--- src/rtl/risc_run_ctrl.sv ---
// Run controller for the 16-bit RISC core: reset sequencing, clock gating,
// free-run / pause / single-step, and termination on cycle budget or stuck PC.
module risc_run_ctrl #(
    parameter int CYCLE_W      = 32,
    parameter int PC_W         = 16,
    parameter int RESET_CYCLES = 4,
    parameter int HALT_STABLE  = 8
) (
    input  logic               clk,
    input  logic               rst_n,
    input  logic               start,
    input  logic               stop,
    input  logic               resume,
    input  logic               step,
    input  logic               step_mode,
    input  logic [CYCLE_W-1:0] max_cycles,
    input  logic [PC_W-1:0]    pc,
    output logic               cpu_rst_n,
    output logic               cpu_clk_en,
    output logic               busy,
    output logic               done,
    output logic               halted,
    output logic               timeout,
    output logic [CYCLE_W-1:0] cycle_count
);

    typedef enum logic [2:0] {
        S_IDLE,
        S_RST,
        S_RUN,
        S_PAUSE,
        S_DONE
    } state_t;

    localparam int RW = (RESET_CYCLES > 1) ? $clog2(RESET_CYCLES) : 1;
    localparam int SW = (HALT_STABLE > 0) ? $clog2(HALT_STABLE + 1) : 1;
    localparam logic [RW-1:0] RST_LAST   = RW'(RESET_CYCLES - 1);
    localparam logic [SW-1:0] STABLE_LIM = SW'(HALT_STABLE);

    state_t             state, state_d;
    logic [RW-1:0]      rst_cnt, rst_cnt_d;
    logic [CYCLE_W-1:0] max_lat, max_d;
    logic               step_lat, step_d;
    logic [PC_W-1:0]    pc_last, pc_last_d;
    logic               pc_valid, pc_valid_d;
    logic [SW-1:0]      stable, stable_d;
    logic               cpu_rst_n_d, clk_en_d, busy_d, done_d, halted_d, timeout_d;
    logic [CYCLE_W-1:0] count_d;
    logic               hit_halt, hit_budget, term;

    always_ff @(posedge clk or negedge rst_n) begin
        if (!rst_n) begin
            state       <= S_IDLE;
            rst_cnt     <= '0;
            max_lat     <= '0;
            step_lat    <= 1'b0;
            pc_last     <= '0;
            pc_valid    <= 1'b0;
            stable      <= '0;
            cpu_rst_n   <= 1'b0;
            cpu_clk_en  <= 1'b0;
            busy        <= 1'b0;
            done        <= 1'b0;
            halted      <= 1'b0;
            timeout     <= 1'b0;
            cycle_count <= '0;
        end else begin
            state       <= state_d;
            rst_cnt     <= rst_cnt_d;
            max_lat     <= max_d;
            step_lat    <= step_d;
            pc_last     <= pc_last_d;
            pc_valid    <= pc_valid_d;
            stable      <= stable_d;
            cpu_rst_n   <= cpu_rst_n_d;
            cpu_clk_en  <= clk_en_d;
            busy        <= busy_d;
            done        <= done_d;
            halted      <= halted_d;
            timeout     <= timeout_d;
            cycle_count <= count_d;
        end
    end

    always_comb begin
        state_d     = state;
        rst_cnt_d   = rst_cnt;
        max_d       = max_lat;
        step_d      = step_lat;
        pc_last_d   = pc_last;
        pc_valid_d  = pc_valid;
        stable_d    = stable;
        cpu_rst_n_d = cpu_rst_n;
        clk_en_d    = cpu_clk_en;
        halted_d    = halted;
        timeout_d   = timeout;
        count_d     = cycle_count;
        hit_halt    = 1'b0;
        hit_budget  = 1'b0;

        // Bookkeeping happens at the edge that closes an enabled core cycle.
        if (cpu_clk_en) begin
            if (cycle_count != '1)
                count_d = cycle_count + 1'b1;
            hit_budget = (max_lat != '0) && (count_d == max_lat);
            pc_last_d  = pc;
            pc_valid_d = 1'b1;
            if ((HALT_STABLE > 0) && pc_valid) begin
                if (pc == pc_last) begin
                    stable_d = stable + 1'b1;
                    hit_halt = (stable_d == STABLE_LIM);
                end else begin
                    stable_d = '0;
                end
            end
        end
        term = hit_halt || hit_budget;

        if (term) begin
            state_d   = S_DONE;
            clk_en_d  = 1'b0;
            halted_d  = hit_halt;
            timeout_d = hit_budget;
        end else begin
            case (state)
                S_IDLE, S_DONE: begin
                    if (start) begin
                        state_d     = S_RST;
                        rst_cnt_d   = '0;
                        max_d       = max_cycles;
                        step_d      = step_mode;
                        count_d     = '0;
                        halted_d    = 1'b0;
                        timeout_d   = 1'b0;
                        stable_d    = '0;
                        pc_valid_d  = 1'b0;
                        cpu_rst_n_d = 1'b0;
                        clk_en_d    = 1'b0;
                    end
                end
                S_RST: begin
                    if (rst_cnt == RST_LAST) begin
                        state_d     = step_lat ? S_PAUSE : S_RUN;
                        cpu_rst_n_d = 1'b1;
                        clk_en_d    = !step_lat;
                    end else begin
                        rst_cnt_d = rst_cnt + 1'b1;
                    end
                end
                S_RUN: begin
                    if (stop) begin
                        state_d  = S_PAUSE;
                        clk_en_d = 1'b0;
                    end else begin
                        clk_en_d = 1'b1;
                    end
                end
                S_PAUSE: begin
                    if (resume) begin
                        state_d  = S_RUN;
                        clk_en_d = 1'b1;
                    end else begin
                        clk_en_d = step;
                    end
                end
                default: begin
                    state_d     = S_IDLE;
                    cpu_rst_n_d = 1'b0;
                    clk_en_d    = 1'b0;
                end
            endcase
        end

        busy_d = (state_d == S_RST) || (state_d == S_RUN) || (state_d == S_PAUSE);
        done_d = (state_d == S_DONE);
    end

endmodule

--- config.mk ---
export PLATFORM = sky130hd
export DESIGN_NAME = risc_run_ctrl
export DESIGN_NICKNAME = d
export VERILOG_FILES = /design/src/rtl/risc_run_ctrl.sv
export SDC_FILE = /design/constraint.sdc
export NUM_CORES = 1
export LEC_CHECK = 0
export BUFFER_PORTS_ARGS = -buffer_cell sky130_fd_sc_hd__buf_2
export CORE_MARGIN = 4
export CORE_UTILIZATION = 58
export DETAILED_ROUTE_END_ITERATION = 12
export PLACE_DENSITY = 0.9
export SETUP_SLACK_MARGIN = 0.15
export SYNTH_ARGS = -nofsm -noshare
export SYNTH_HDL_FRONTEND = slang
export SYNTH_SLANG_ARGS = --single-unit
--- constraint.sdc ---
create_clock -name clk -period 5 [get_ports clk]
set_input_delay 0.25 -clock clk [delete_from_list [all_inputs] [get_ports clk]]
set_output_delay 0.25 -clock clk [all_outputs]
set_load 0.03 [all_outputs]
==> flow_summary.ini, run 1 <==
[status]
run_status = completed

[timing]
slew_violations = 0
final.period_utilization = 0.8929
tns_ns = 0
min_period_ns = 4.464
max_freq_mhz = 224.0
hold_viol = 0
layout_setup_ws_ns = 0.5356
setup_violations = 0
worst_slew_pin_slew_ns = 1.253
grt_setup_unrepaired = no
clock_skew_ns = 0.01485
slew_headroom = 0.1616

[layout]
fin_nets = 746
n_antenna_cell = 0
final_cells = 827
syn_to_final_growth_pct = 11.51
design_area_sq_um = 6741
drive_gt1_frac = 0.2590
fillers = 810

[clock_tree]
post_cts_resize_count = 0
cts_buffers = 9
cts_tree = built
clock_latency_ns = 0.39
h-tree-depth = 3
cts_buffer_depth = 2
clk_pin_slew_ns = 0.10
cts-root-buf = clkbuf_8
clock_sinks = 97

[worst_setup_path]
slowest_delay_ns = 0.79
path_delay_family = simple AND/OR/NAND/NOR gates
critical_path.n_buffers_inverters = 2
reg2reg_slack_ns = 0.54
end_kind = flip-flop
start_kind = flip-flop
r2r-end = max_lat[7]$_DFFE_PN0P_
crit_required_ns = 5.27
r2r-start = cycle_count[3]$_DFF_PN0_
reg2reg_depth = 11
worstPathArrival_ns = 4.74
path_cells = nand3_1 > buf_4 > or3_1 > nor3_1 > xor2_1 > or4b_2 > a2111oi_0 > and4_4 > nor3_4 > buf_4 > mux2_4
worst-path-max-fanout = 32
crit_type = reg -> reg
timing.critical_path.mode_cell = buf_4
slowest_stage = a2111oi_0

[synth]
ys_seq_area_frac = 0.4015
synthSimpleGateAreaFrac = 0.2272
ys_async_sr_fraction = 1.000
synth_cell_types = 62
synth_fa_ha_area_frac = 0.008278
synth.cell_area_sq_um = 6046
synth_cells = 608
synthXorXnorAreaFrac = 0.1347
ys_warn_count = 0
synth_top_family_by_area = simple AND/OR/NAND/NOR gates
syn_avg_cell_area_sq_um = 9.944
synth_nets = 667
synth_flop_cell = dfrtp_1
synth_mux_area_frac = 0.1115
ys_seq_elements = 97
synth_compound_area_frac = 0.08340
synth_edf_count = 0

[power]
cellPowerDensity_nw_per_um2 = 216.5
peakVddDrop_v = 0.0002058
p_leak_uw = 0.002915

[route]
drc = 0
route.met3.wl_mm = 1.247
dr_total_vias = 5185
drtPass1Iterations = 6
wl_per_cell_um = 19.89
drtIter0Drc = 483
antenna_left = 0
met2WireLength_mm = 7.957
drt-met1-wl_mm = 6.839
top_layer = met4
wirelength_mm = 16.45
via_per_inst = 6.270

[placement]
place.gp.congestion = 0.9922
place_area_sq_um = 6564
port_buffers = 92
dp_cells = 811
dp_hpwl_mm = 12.48
post-place-ws_ns = 0.6682

[worst_hold_path]
whs_endpoint = max_lat[17]$_DFFE_PN0P_
hold_class = in -> reg
whs_path_depth = 2
min_from = max_cycles[17]

[global_routing]
grt_max_degree = 61
first_global_vias = 5169
grt_pass1_wl_mm = 26.73
grt_use_total = 0.2852
antenna_found_initial = 0
grt-ovfl-total = 0

[floorplanning]
die-area_sq_um = 12120
fp.dieH_um = 110.1
start_util = 0.5909
fp.coreArea_sq_um = 10230
fp.dieW_um = 110.1
io_pins = 93
row_count = 37

[flow_run]
max_cap_viol_count = 0
==> synthesized netlist by cell type (15+ instances only) <==
master   instances  area [sq um]
mux2_2          19         214.0
a21oi_1         17         85.08
buf_2           15         75.07
xor2_1          52         455.4
mux2_4          30         450.4
nand4_1         25         156.4
nor2_1          64         240.2
nor4_1          23         143.9
nand3_1         20         100.1
nand2_1         39         146.4
dfrtp_1         97          2427
xnor2_1         41         359.1
o21ai_0         18         90.09
==> per-stage QoR <==
step	util	hold slack [ns]	total power, uW
finish	0.6589	0.07921	1460
global route	0.6589	0.08013	1519
CTS	0.6589	0.06962	1469
detailed placement	0.6416	0.2452	1007
global placement	0.6416	0.2246	994.7
floorplan	-	-0.04559	938.0
==> final cells by class <==
type | instances | area [sq um] | share of cell area
clock inverter | 5 | 40.04 | 0.005939
timing repair buffer | 103 | 548.0 | 0.08129
sequential | 97 | 2427 | 0.3601
inverter | 3 | 11.26 | 0.001670
clock buffer | 10 | 127.6 | 0.01893
multi-input combinational | 473 | 3417 | 0.5069
tap | 136 | 170.2 | 0.02524
==> how the worst max path moves through the flow <==
| stage | start | end | slack (ns) | cells after the start |
|---|---|---|---|---|
| 2_1_floorplan | cycle_count[1]$_DFF_PN0_ | max_lat[10]$_DFFE_PN0P_ | 1.19 | 12 |
| 3_3_place_gp | cycle_count[2]$_DFF_PN0_ | max_lat[19]$_DFFE_PN0P_ | 0.66 | 11 |
| 4_1_cts | cycle_count[3]$_DFF_PN0_ | max_lat[24]$_DFFE_PN0P_ | 0.64 | 11 |
| 6_report | cycle_count[3]$_DFF_PN0_ | max_lat[7]$_DFFE_PN0P_ | 0.54 | 11 |
| 3_5_place_dp | cycle_count[2]$_DFF_PN0_ | max_lat[20]$_DFFE_PN0P_ | 0.67 | 11 |
| 5_1_grt | cycle_count[7]$_DFF_PN0_ | max_lat[15]$_DFFE_PN0P_ | 0.32 | 10 |
==> worst reg2reg max path, stage by stage, from the launching register on <==
cell,delay [ns]
dfrtp_1,0.52
nand3_1,0.11
buf_4,0.20
or3_1,0.52
nor3_1,0.36
xor2_1,0.13
or4b_2,0.62
a2111oi_0,0.79
and4_4,0.43
nor3_4,0.05
buf_4,0.27
mux2_4,0.36
==> what timing repair did <==
action                                 CTS  global route
hold buffers                             1             0
endpoints found under the hold margin   37             0
buffers inserted                         0             0
==> routing by layer <==
layer,GRT usage,up-vias
met5,0,-
met4,0.09763,0
met3,0.05999,29
met2,0.4519,244
met1,0.3901,2557
li1,-,2355
==> logic make-up (layout without fill, tap and decap cells) <==
group,Yosys count,in the layout
compound gates,77,77
xor+xnor,93,93
fa+ha+maj,4,4
buf+inv,38,121
flops,97,97
mux,50,50
simple gates,249,249
==> registers in the layout, summed over array words and instances, names as in the netlist, 2 cells and up <==
name and count:
cycle_count 32, max_lat 32, pc_last 16, stable 4, state 3, rst_cnt 2
==> power by group <==
part	leakage, uW	switching, uW	total (uW)	internal (uW)
sequential	0.00113	21.8	835	813
combinational	0.00171	84.3	157	72.8
clock	0.0000754	286	467	182
==> placed cells by master (no fill, tap or decap), types with 4 or more instances in the layout <==
cell,netlist,final
dfrtp_1,97,97
buf_2,15,91
nor2_1,64,64
xor2_1,52,52
xnor2_1,41,41
nand2_1,39,39
mux2_4,30,30
nand4_1,25,25
nor4_1,23,23
nand3_1,20,20
mux2_2,19,19
o21ai_0,18,18
a21oi_1,17,17
nor3_1,13,13
buf_4,0,11
and4_1,9,9
clkbuf_8,0,9
and2_1,8,8
o211ai_1,8,8
and3_1,7,7
or3_1,6,6
nand2b_1,5,5
nand3b_1,4,4
nor2b_1,4,4
o22ai_1,4,4
or4_1,4,4
ha_1,4,4
Note: power is estimated with default switching activity, not from simulation.
==> inputs of run 2 (changes only) <==
CELL_PAD_IN_SITES_DETAIL_PLACEMENT = 1   (was default)
CELL_PAD_IN_SITES_GLOBAL_PLACEMENT = 2   (was default)
CORE_UTILIZATION = 36   (was 58)
PLACE_DENSITY = 0.89   (was 0.9)
==> flow_summary.ini, run 2 (same netlist as run 1, synthesis figures left out) <==
[clock_tree]
clk_pin_slew_ns = 0.08
cts_buffers = 9
cts_tree = built
clock_sinks = 97
cts-root-buf = clkbuf_16
clock_latency_ns = 0.36
cts_setup_buffers = 0
cts_buffer_depth = 2
post_cts_resize_count = 0
h-tree-depth = 3

[route]
via_per_inst = 5.597
antenna_left = 0
wl_per_cell_um = 20.83
dr_total_vias = 5121
wirelength_mm = 19.06
drc = 0
drtIter0Drc = 331
drtPass1Iterations = 5

[global_routing]
grt_max_degree = 71
antenna_found_initial = 0
grt_use_total = 0.2078
grt_pass1_wl_mm = 30.43
first_global_vias = 5392
grt-ovfl-total = 0

[timing]
grt_setup_unrepaired = no
hold_viol = 0
min_period_ns = 4.283
clock_skew_ns = 0.009849
slew_violations = 0
final.period_utilization = 0.8566
slew_headroom = 0.1462
tns_ns = 0
max_freq_mhz = 233.5
setup_violations = 0
worst_slew_pin_slew_ns = 1.276

[worst_setup_path]
crit_type = reg -> reg
worstPathArrival_ns = 4.52
start_kind = flip-flop
reg2reg_slack_ns = 0.72
reg2reg_depth = 11
crit_required_ns = 5.24
r2r-start = cycle_count[0]$_DFF_PN0_
end_kind = flip-flop
worst-path-max-fanout = 70
r2r-end = max_lat[3]$_DFFE_PN0P_

[floorplanning]
start_util = 0.3659
fp.dieW_um = 137.6
row_count = 47
die-area_sq_um = 18930
io_pins = 93
fp.coreArea_sq_um = 16520
fp.dieH_um = 137.6

[layout]
mostFrequentLayoutCells = 97 x dfrtp_1, 91 x buf_2, 64 x nor2_1, 52 x xor2_1, 41 x xnor2_1
fin_nets = 749
syn_to_final_growth_pct = 16.20
post-route-util = 0.4252
reg.largest.list = cycle_count (32), max_lat (32), pc_last (16)
final_common_cell = dfrtp_1
n_antenna_cell = 0
design_area_sq_um = 7025
drive_gt1_frac = 0.2647

[worst_hold_path]
whs_endpoint = max_lat[14]$_DFFE_PN0P_
whs_path_depth = 2
min_from = max_cycles[14]
hold_class = in -> reg

[flow_run]
max_cap_viol_count = 0

[power]
cellPowerDensity_nw_per_um2 = 246.1
p_leak_uw = 0.003008
peakVddDrop_v = 0.0001639

[placement]
port_buffers = 92
dp_hpwl_mm = 14.46
place.gp.congestion = 0.9444
place_area_sq_um = 6704

[status]
run_status = completed
==> run 2: cell types whose count changed in the layout (fill, tap and decap cells not counted), sizes merged <==
cell / delta
clkbuf: -1
bufinv: +1
clkinv: +2
buf: +3
clkinvlp: -3
inv: +2
==> run 2: critical path: stages, from the launching register on <==
cell,delay (ns)
dfrtp_1,0.52
ha_1,0.41
nand4_2,0.23
or4_4,0.66
nor4b_2,0.27
o21ai_1,0.11
or4_1,0.54
nor4_2,0.33
and4_4,0.36
nor3_4,0.06
buf_12,0.20
mux2_4,0.37
==> run 2: power breakdown <==
group          leakage [uW]  switching, uW  internal [uW]
clock network      0.000154            335            399
registers           0.00113           22.3            813
logic               0.00172           86.3           72.7
total               0.00301            444           1290
==> run 2: final cells by class <==
class	count	area, sq um
timing repair buffer	106	583.1
clock buffer	9	225.2
sequential	97	2427
tap	220	275.3
multi-input combinational	473	3417
fill	1889	9499
clock inverter	7	86.33
inverter	3	11.26
==> run 2: timing repair <==
action                                  CTS  global route
endpoints found under the setup margin    0             0
hold endpoints to repair                 51             0
hold buffers                              1             0
==> run 2: layer usage <==
layer	GRT usage	share of wire	wire [um]
met1	0.2889	0.46	8709
met2	0.3362	0.47	8985
met3	0.03397	0.054	1038
met4	0.05543	0.017	330
met5	0	0	0
==> run 2: worst max path at each step <==
stage                                   startpoint                 endpoint  slack [ns]  cells after the start
after global routing      cycle_count[0]$_DFF_PN0_  max_lat[13]$_DFFE_PN0P_        0.48                     10
after global placement    cycle_count[2]$_DFF_PN0_  max_lat[14]$_DFFE_PN0P_        0.89                     11
after floorplan           cycle_count[1]$_DFF_PN0_  max_lat[10]$_DFFE_PN0P_        1.19                     12
final                     cycle_count[0]$_DFF_PN0_   max_lat[3]$_DFFE_PN0P_        0.72                     11
after detailed placement  cycle_count[2]$_DFF_PN0_  max_lat[13]$_DFFE_PN0P_        0.82                     11
after CTS                 cycle_count[2]$_DFF_PN0_  max_lat[13]$_DFFE_PN0P_        0.80                     11
==> run 2: metrics by stage <==
step	instances	power, uW	hold slack, ns	setup slack, ns
after global routing	915	1804	0.1046	0.4839
after CTS	915	1752	0.1051	0.7986
final	915	1729	0.1170	0.7170
after floorplan	608	938.0	-0.04559	1.186
after global placement	898	1001	0.3157	0.8926
after detailed placement	898	1012	0.3355	0.8243
